==> config.mk <==
export PLATFORM = sky130hd
export DESIGN_NAME = alarm_scheduler_flat
export DESIGN_NICKNAME = d
export VERILOG_FILES = /design/src/rtl/alarm_scheduler_if.sv /design/src/rtl/alarm_scheduler.sv /design/src/flat_wrapper.sv
export SDC_FILE = /design/constraint.sdc
export NUM_CORES = 1
export LEC_CHECK = 0
export ABC_AREA = 1
export ABC_CLOCK_PERIOD_IN_PS = 3600
export CAP_MARGIN = 20
export CORE_ASPECT_RATIO = 1.25
export CORE_MARGIN = 2
export CORE_UTILIZATION = 45
export CTS_CLUSTER_DIAMETER = 150
export CTS_CLUSTER_SIZE = 20
export DETAILED_ROUTE_END_ITERATION = 10
export PLACE_DENSITY = 0.65
export SETUP_SLACK_MARGIN = 0.02
export SLEW_MARGIN = 20
export SYNTH_ARGS = -nofsm -noshare
export SYNTH_HDL_FRONTEND = slang
export SYNTH_SLANG_ARGS = --single-unit
==> constraint.sdc <==
create_clock -name clk -period 3.6 [get_ports clk]
set_input_delay 0.72 -clock clk [delete_from_list [all_inputs] [get_ports clk]]
set_output_delay 0.72 -clock clk [all_outputs]
set_load 0.005 [all_outputs]
==> src/rtl/alarm_scheduler_if.sv <==
`default_nettype none
// ============================================================================
// Module   : alarm_scheduler_if
// Purpose  : Configuration write channel of the alarm scheduler.
//            master drives the write request, slave (the scheduler) answers
//            with cfg_ready and the cfg_err rejection pulse.
// Signals  : cfg_valid, cfg_ready, cfg_slot[SW], cfg_enable,
//            cfg_hh/cfg_mm/cfg_ss[6], cfg_err
// Revision : 1.0 - initial release
// ============================================================================
interface alarm_scheduler_if #(
   parameter int SW = 2
);
   logic          cfg_valid;
   logic          cfg_ready;
   logic [SW-1:0] cfg_slot;
   logic          cfg_enable;
   logic [5:0]    cfg_hh;
   logic [5:0]    cfg_mm;
   logic [5:0]    cfg_ss;
   logic          cfg_err;

   modport master (
      output cfg_valid, cfg_slot, cfg_enable, cfg_hh, cfg_mm, cfg_ss,
      input  cfg_ready, cfg_err
   );

   modport slave (
      input  cfg_valid, cfg_slot, cfg_enable, cfg_hh, cfg_mm, cfg_ss,
      output cfg_ready, cfg_err
   );
endinterface
`default_nettype wire

==> src/rtl/alarm_scheduler.sv <==
`default_nettype none
// ============================================================================
// Module   : alarm_scheduler
// Purpose  : NUM_SLOTS programmable alarms compared against the running time
//            on every seconds strobe, with ring / snooze / dismiss sequencing
//            and ring auto-timeout.
// Ports    : clk, reset (sync, active-high), sec_tick, time_hh/mm/ss,
//            cfg (alarm_scheduler_if.slave), snooze, dismiss,
//            alarm, active_slot[SW], snooze_count[2], missed
// Revision : 1.0 - initial release
// ============================================================================
module alarm_scheduler #(
   parameter  int NUM_SLOTS    = 4,
   parameter  int SNOOZE_MIN   = 5,
   parameter  int RING_TIMEOUT = 60,
   parameter  int MAX_SNOOZE   = 3,
   localparam int SW           = $clog2(NUM_SLOTS)
) (
   input  wire logic          clk,
   input  wire logic          reset,
   input  wire logic          sec_tick,
   input  wire logic [5:0]    time_hh,
   input  wire logic [5:0]    time_mm,
   input  wire logic [5:0]    time_ss,
   alarm_scheduler_if.slave   cfg,
   input  wire logic          snooze,
   input  wire logic          dismiss,
   output logic               alarm,
   output logic [SW-1:0]      active_slot,
   output logic [1:0]         snooze_count,
   output logic               missed
);

   localparam logic [1:0]  C_MAX_SNOOZE = 2'(MAX_SNOOZE);
   localparam logic [10:0] C_SNOOZE_LD  = 11'(SNOOZE_MIN * 60);
   localparam logic [7:0]  C_TIMEOUT    = 8'(RING_TIMEOUT);

   typedef enum logic [1:0] {
      IDLE   = 2'd0,
      RING   = 2'd1,
      SNOOZE = 2'd2
   } state_t;

   state_t        state;
   logic [7:0]    ring_timer;
   logic [10:0]   snooze_cnt;
   logic          cfg_err_r;

   logic          slot_en [NUM_SLOTS];
   logic [5:0]    slot_hh [NUM_SLOTS];
   logic [5:0]    slot_mm [NUM_SLOTS];
   logic [5:0]    slot_ss [NUM_SLOTS];

   logic          hit;
   logic [SW-1:0] hit_idx;
   logic          cfg_ok;
   logic [7:0]    ring_next;

   // Scan high to low so the lowest matching index is the last one written.
   always_comb begin
      hit     = 1'b0;
      hit_idx = '0;
      for (int i = NUM_SLOTS - 1; i >= 0; i--) begin
         if (slot_en[i] && slot_hh[i] == time_hh &&
             slot_mm[i] == time_mm && slot_ss[i] == time_ss) begin
            hit     = 1'b1;
            hit_idx = SW'(i);
         end
      end
   end

   // The slot owning a live event is locked against rewrites.
   assign cfg.cfg_ready = !(state != IDLE && cfg.cfg_slot == active_slot);
   assign cfg.cfg_err   = cfg_err_r;
   assign cfg_ok        = (cfg.cfg_hh <= 6'd23) && (cfg.cfg_mm <= 6'd59) &&
                          (cfg.cfg_ss <= 6'd59);
   assign ring_next     = (ring_timer == 8'hFF) ? 8'hFF : ring_timer + 8'd1;

   always_ff @(posedge clk) begin
      if (reset) begin
         state        <= IDLE;
         alarm        <= 1'b0;
         active_slot  <= '0;
         snooze_count <= 2'd0;
         missed       <= 1'b0;
         cfg_err_r    <= 1'b0;
         ring_timer   <= 8'd0;
         snooze_cnt   <= 11'd0;
         for (int i = 0; i < NUM_SLOTS; i++) begin
            slot_en[i] <= 1'b0;
            slot_hh[i] <= 6'd0;
            slot_mm[i] <= 6'd0;
            slot_ss[i] <= 6'd0;
         end
      end else begin
         missed    <= 1'b0;
         cfg_err_r <= 1'b0;

         // Slot registers update at this edge; the compare above already
         // used the old contents, giving pre-write semantics.
         if (cfg.cfg_valid && cfg.cfg_ready) begin
            if (!cfg_ok) begin
               cfg_err_r <= 1'b1;
            end else if (int'(cfg.cfg_slot) < NUM_SLOTS) begin
               slot_en[cfg.cfg_slot] <= cfg.cfg_enable;
               slot_hh[cfg.cfg_slot] <= cfg.cfg_hh;
               slot_mm[cfg.cfg_slot] <= cfg.cfg_mm;
               slot_ss[cfg.cfg_slot] <= cfg.cfg_ss;
            end
         end

         case (state)
            IDLE: begin
               if (sec_tick && hit) begin
                  state        <= RING;
                  alarm        <= 1'b1;
                  active_slot  <= hit_idx;
                  snooze_count <= 2'd0;
                  ring_timer   <= 8'd0;
               end
            end
            RING: begin
               if (dismiss) begin
                  state <= IDLE;
                  alarm <= 1'b0;
               end else if (snooze && snooze_count < C_MAX_SNOOZE) begin
                  state        <= SNOOZE;
                  alarm        <= 1'b0;
                  snooze_cnt   <= C_SNOOZE_LD;
                  snooze_count <= snooze_count + 2'd1;
               end else if (sec_tick) begin
                  ring_timer <= ring_next;
                  if (ring_next >= C_TIMEOUT) begin
                     state  <= IDLE;
                     alarm  <= 1'b0;
                     missed <= 1'b1;
                  end
               end
            end
            SNOOZE: begin
               if (dismiss) begin
                  state <= IDLE;
               end else if (sec_tick) begin
                  if (snooze_cnt <= 11'd1) begin
                     state      <= RING;
                     alarm      <= 1'b1;
                     ring_timer <= 8'd0;
                     snooze_cnt <= 11'd0;
                  end else begin
                     snooze_cnt <= snooze_cnt - 11'd1;
                  end
               end
            end
            default: begin
               state <= IDLE;
               alarm <= 1'b0;
            end
         endcase
      end
   end

endmodule
`default_nettype wire

==> src/flat_wrapper.sv <==
// flat-port wrapper written by rule: the top's interface ports become plain ports
module alarm_scheduler_flat 
#(
   parameter  int NUM_SLOTS    = 4,
   parameter  int SNOOZE_MIN   = 5,
   parameter  int RING_TIMEOUT = 60,
   parameter  int MAX_SNOOZE   = 3,
   localparam int SW           = $clog2(NUM_SLOTS)
)
  (clk, reset, sec_tick, time_hh, time_mm, time_ss, snooze, dismiss, alarm, active_slot, snooze_count, missed, cfg_cfg_valid, cfg_cfg_slot, cfg_cfg_enable, cfg_cfg_hh, cfg_cfg_mm, cfg_cfg_ss, cfg_cfg_ready, cfg_cfg_err);
  alarm_scheduler_if #(.SW(2)) cfg_i ();
  input  wire logic clk;
  input  wire logic reset;
  input  wire logic sec_tick;
  input  wire logic [5:0] time_hh;
  input  wire logic [5:0] time_mm;
  input  wire logic [5:0] time_ss;
  input  wire logic snooze;
  input  wire logic dismiss;
  output logic alarm;
  output logic [SW-1:0] active_slot;
  output logic [1:0] snooze_count;
  output logic missed;
  input wire logic [$bits(cfg_i.cfg_valid)-1:0] cfg_cfg_valid;
  input wire logic [$bits(cfg_i.cfg_slot)-1:0] cfg_cfg_slot;
  input wire logic [$bits(cfg_i.cfg_enable)-1:0] cfg_cfg_enable;
  input wire logic [$bits(cfg_i.cfg_hh)-1:0] cfg_cfg_hh;
  input wire logic [$bits(cfg_i.cfg_mm)-1:0] cfg_cfg_mm;
  input wire logic [$bits(cfg_i.cfg_ss)-1:0] cfg_cfg_ss;
  output wire logic [$bits(cfg_i.cfg_ready)-1:0] cfg_cfg_ready;
  output wire logic [$bits(cfg_i.cfg_err)-1:0] cfg_cfg_err;
  assign cfg_i.cfg_valid = cfg_cfg_valid;
  assign cfg_i.cfg_slot = cfg_cfg_slot;
  assign cfg_i.cfg_enable = cfg_cfg_enable;
  assign cfg_i.cfg_hh = cfg_cfg_hh;
  assign cfg_i.cfg_mm = cfg_cfg_mm;
  assign cfg_i.cfg_ss = cfg_cfg_ss;
  assign cfg_cfg_ready = cfg_i.cfg_ready;
  assign cfg_cfg_err = cfg_i.cfg_err;
  alarm_scheduler #(.NUM_SLOTS(NUM_SLOTS), .SNOOZE_MIN(SNOOZE_MIN), .RING_TIMEOUT(RING_TIMEOUT), .MAX_SNOOZE(MAX_SNOOZE)) u_core (.clk(clk), .reset(reset), .sec_tick(sec_tick), .time_hh(time_hh), .time_mm(time_mm), .time_ss(time_ss), .cfg(cfg_i), .snooze(snooze), .dismiss(dismiss), .alarm(alarm), .active_slot(active_slot), .snooze_count(snooze_count), .missed(missed));
endmodule
After elaboration in Yosys (flattened, before gate mapping)
Memory sizes are Yosys's and may differ from the RTL's.
Index checks and enable logic that the tools add are counted.

storage, ports and cells
  input bits = 45
  latch bits = 0
  output and inout bits = 8
  ROM bits = 0
  register bits after elaboration = 28
  memories kept = 4
  logic and storage cells = 153
  RAM bits = 76

memory list
  name            depth  bits a word  rd ports  clocked after Yosys merged registers in  write ports  RTL line               source
  u_core.slot_hh  4      6            4         0                                        4            alarm_scheduler.sv:50  logic [5:0] slot_hh [NUM_SLOTS];
  u_core.slot_mm  4      6            4         0                                        4            alarm_scheduler.sv:51  logic [5:0] slot_mm [NUM_SLOTS];
  u_core.slot_ss  4      6            4         0                                        4            alarm_scheduler.sv:52  logic [5:0] slot_ss [NUM_SLOTS];
  u_core.slot_en  4      1            4         0                                        4            alarm_scheduler.sv:49  logic slot_en [NUM_SLOTS];

cells by class
  add/subtract/negate cells = 3
  div/mod/pow operators = 0
  reduce and logical (&&, ||, !) cells = 36
  multiplexer cells = 65
  shifts and indexed selects = 0
  multiply operators = 0
  order comparisons = 6
  bitwise gates (word level) = 3
  equality and inequality tests = 28

operator list
  operator                                                count
  equality test 6 bit                                     12
  2-to-1 mux 8 bit                                        8
  2-to-1 mux 11 bit                                       5
  2-to-1 mux 2 bit                                        19
  2-to-1 mux 1 bit                                        25
  case mux 8 bit (3 select lines)                         1
  case mux 11 bit (2 select lines)                        1
  logical AND 1 bit                                       18
  2-to-1 mux 6 bit                                        3
  OR reduction 6 bit                                      3
  <= comparator 6 bit (second input constant)             2
  <= comparator 11 x 1 -> 1 bit (second input constant)   1
  subtractor 11 x 1 -> 11 bit (second input constant)     1
  inequality test 2 bit (second input constant)           5
  AND reduction 5 bit                                     2
  adder 8 x 1 -> 8 bit (second input constant)            1
  equality test 8 bit (second input constant)             1
  >= comparator 8 x 6 -> 1 bit (second input constant)    1
  AND reduction 8 bit                                     1
  <= comparator 6 x 5 -> 1 bit (second input constant)    1
  inequality test 2 x 1 -> 1 bit (second input constant)  3
  case mux 2 bit (3 select lines)                         1
  AND reduction 6 bit                                     1
  nonzero test 2 bit                                      3
  other kinds (20)                                        22

Longest topological paths before layout
  depth after elaboration = 11
  depth in mapped cells = 14
  gate-level depth less buffers = 14

Least setup slack after synthesis
OpenSTA, ideal clock, no wires.

  path kind = input to register
  from = in cfg_cfg_hh[4]
  to = mem u_core.slot_en[3], enable pin
  setup time = 421 ps
  stages on the path = 5
  data required time = 3179 ps
  setup slack = 535 ps
  arrival time = 2643 ps
  path buffers = 0
  cell sequence = a21oi_1 inv_1 nor3_1 nand3_1 o21ai_0

RTL lines
  what                RTL line               source
  start: declaration  flat_wrapper.sv:27     input wire logic [$bits(cfg_i.cfg_hh)-1:0] cfg_cfg_hh;
  end: declaration    alarm_scheduler.sv:49

Worst setup path in the final report
  from = in cfg_cfg_slot[0]
  to = out cfg_cfg_ready

on the way
  longest elaborated chain between the ends = 3

RTL lines
  what                 RTL line               source
  start: declaration   flat_wrapper.sv:25     input wire logic [$bits(cfg_i.cfg_slot)-1:0] cfg_cfg_slot;
  equality test 2 bit  alarm_scheduler.sv:73  assign cfg.cfg_ready = !(state != IDLE && cfg.cfg_slot == active_slot);
  logical AND 1 bit    alarm_scheduler.sv:73
  zero test 1 bit      alarm_scheduler.sv:73
  end: declaration     flat_wrapper.sv:30     output wire logic [$bits(cfg_i.cfg_ready)-1:0] cfg_cfg_ready;

Every way passes these cells.

==> flow_summary.ini <==
[sta]
rsz0062_at_grt = false
fin_skew_ns = 0.004794
setup_slack_ns = 0.7446
slew_violations = 0
hold_viol = 0
fin_tns_setup_ns = 0
setup_violations = 0
min_period_ns = 2.855
max_clock_freq_ghz = 0.3502
min_period_over_period_pct = 79.32

[worst_setup_path]
start_kind = primary input
path_max_fanout = 4
rr_worst_depth = 12
required_ns = 2.88
rr_endpoint = u_core.state[1]
crit_type = primary input to output pin
critical_path_arrival_ns = 2.14
r2r_start = u_core.ring_timer[0]
r2r_slack_ns = 1.52
cp-end-kind = output pin

[drt]
drtAntennaViolNets = 0
firstDrtPassIters = 4
via_count = 4816
wire_per_inst_um = 13.71
viasPerCell = 4.879
drc = 0
drt-initial-drc-count = 241
totalWireLength_mm = 13.53

[floorplanning]
fp.coreArea_sq_um = 12220
ioPinCount = 53
start_util_pct = 46.38
die_area_sq_um = 13510
row_count = 45
die_h_um = 129.5
die_x_um = 104.4

[layout]
drive_above_1_share_pct = 6.197
area_growth_pct = 18.97
regArea_sq_um = 2843
fill_cells = 1170
diodes = 0
multiInputGateArea_sq_um = 2297
layout.nets = 868

[worst_hold_path]
min_path_type = register to register
min_from = u_core.alarm
holdPathStages = 2
min_to = u_core.alarm

[placement]
hpwl_mm = 9.962
pre_cts_ws_ns = 0.5824
gp_congestion = 0.8555
portBuffers = 52

[yosys]
synth_area_sq_um = 5667
synth-seq-cells = 104
ys_types = 38
yosysWarnings = 0
synth_cells = 753
yosysSeqAreaShare_pct = 50.17
avgSynthCellArea_sq_um = 7.525

[power_and_ir_drop]
p_sw_share_pct = 31.60
power.share.sequential_pct = 44.2
combinationalPowerShare_pct = 26.0
p_int_uw = 2329
clkPwrFrac_pct = 29.8
leakagePower_uw = 0.003062
powerDensity_nw_per_um2 = 505.1
worst_ir_drop_vdd_v = 0.0002896
p_sw_uw = 1076

[grt]
grt_pass1_vias = 4728
grt_max_degree = 20
grt_overflow = 0
grt_pass1_wl_mm = 22.41
antenna_found_initial = 0
grt.total_usage_pct = 21.05

[clocking]
post_cts_resized = 0
cts_hold_buf = 0
numCtsBuffers = 9
clock-root-buffer = clkbuf_16
cts_htree_levels = 3
cts_tree = yes
clock_latency_ns = 0.34
cts.sinks = 104
cts_buffer_depth = 2
cts_setup_buffers = 0
clkTransAtPathRegs_ns = 0.06

[status]
outcome = completed

[flow_run]
drv_cap = 0
cell usage after synthesis:
cell type	number	area [sq um]
nand4_1	7	43.79
buf_2	3	15.01
xor2_1	6	52.55
nor4_1	3	18.77
o311ai_0	1	8.760
a21oi_4	1	16.27
a221oi_1	2	17.52
nor2_1	156	585.6
a21oi_1	20	100.1
clkbuf_1	5	18.77
nand3_1	27	135.1
inv_1	124	465.5
nor2_2	4	25.02
a21boi_0	2	15.01
xnor2_1	8	70.07
o21a_1	1	7.510
o21ai_1	1	5.000
edfxtp_1	76	2282
clkbuf_2	1	5.000
inv_2	9	33.78
o22ai_2	1	12.51
nand3b_1	1	7.510
o211ai_1	1	7.510
o21ai_0	32	160.2
nand2_1	200	750.7
o22ai_1	1	6.260
o21bai_1	2	15.01
nor3_4	1	16.27
ha_1	4	50.05
nor3b_1	2	15.01
nand2_2	5	31.28
o211ai_2	1	12.51
dfxtp_1	28	560.5
buf_1	1	3.750
or2_2	4	25.02
conb_1	1	3.750
nor3_1	9	45.04
nor2_4	2	22.52
cell families (layout without fill, tap and decap cells):
family	Yosys count	after routing	synth area share (%)
and+or+nand+nor	421	421	30.38
buffers and inverters	143	210	9.560
adders and majority gates	4	4	0.8832
AOI/OAI and AO/OA	66	66	6.779
DFF	104	104	50.17
xor gates and xnor gates	14	14	2.164
other	1	4	0.06618
how the worst max path moves through the flow:
stage                               start              endpoint  slack (ns)
after detailed placement       time_hh[0]  u_core.ring_timer[0]        0.58
after global routing           time_hh[0]  u_core.ring_timer[0]        0.62
after global placement         time_hh[0]  u_core.ring_timer[1]        0.62
after floorplan             cfg_cfg_hh[4]     u_core.slot_en[3]        0.54
after CTS                 cfg_cfg_slot[0]         cfg_cfg_ready        0.74
final                     cfg_cfg_slot[0]         cfg_cfg_ready        0.74
placed cells by master, fill, tap and decap left out, types with 8 or more instances in the layout:
cell               n
nand3_1           27
o21ai_0           31
inv_2              9
inv_1            124
nor2_1           156
nand2_1          200
nor3_1             9
xnor2_1            8
edfxtp_1          76
clkbuf_16          9
clkdlybuf4s50_1   52
buf_4             10
a21oi_1           20
dfxtp_1           28
routing by layer:
| layer | track usage [%] | up-vias | wire, um |
|---|---|---|---|
| met5 | 0 | - | 0 |
| met4 | 8.983 | 0 | 318 |
| met3 | 2.767 | 19 | 693 |
| met2 | 37.99 | 127 | 6911 |
| met1 | 25.37 | 2192 | 5611 |
| li1 | - | 2478 | - |
metrics by stage:
step	cell area [sq um]	hold slack [ns]	total power (uW)	cells	utilization, %
6_report	6741	0.4629	3405	987	55.18
5_1_grt	6741	0.4778	3616	987	55.18
4_1_cts	6741	0.4703	3427	987	55.18
3_5_place_dp	6440	0.4582	2413	972	52.71
3_3_place_gp	6440	0.4414	2390	972	52.71
2_1_floorplan	5678	0.4418	2143	756	-
layout make-up:
cell class              instances  share of cell area, %
multi-input cells             509                  34.08
well taps                     164                  3.044
clock buffers                  10                  3.396
inverters                     133                  7.405
clock inverters                 5                  1.076
repair buffers                 62                  8.834
flip-flops and latches        104                  42.17
worst max-delay path, stage by stage:
cell and delay (ns):
clkdlybuf4s50_1 0.51, inv_1 0.11, a21oi_1 0.18, o211ai_2 0.11
clkdlybuf4s50_1 0.50
power groups by stage:
stage / logic (uW) / registers [uW] / clock network [uW]
floorplan: 635 / 1510 / 0
global placement: 866 / 1520 / 0
detailed placement: 884 / 1530 / 0
CTS: 890 / 1500 / 1030
global route: 1020 / 1520 / 1070
finish: 886 / 1500 / 1010
state kept, by name, summed over array words and instances, names as in the netlist:
name                 count
u_core.active_slot       2
u_core.alarm             1
u_core.cfg.cfg_err       1
u_core.missed            1
u_core.ring_timer        8
u_core.slot_en           4
u_core.slot_hh          24
u_core.slot_mm          24
u_core.slot_ss          24
u_core.snooze_cnt       11
u_core.snooze_count      2
u_core.state             2
No activity file was read; power rests on OpenSTA's default activity.
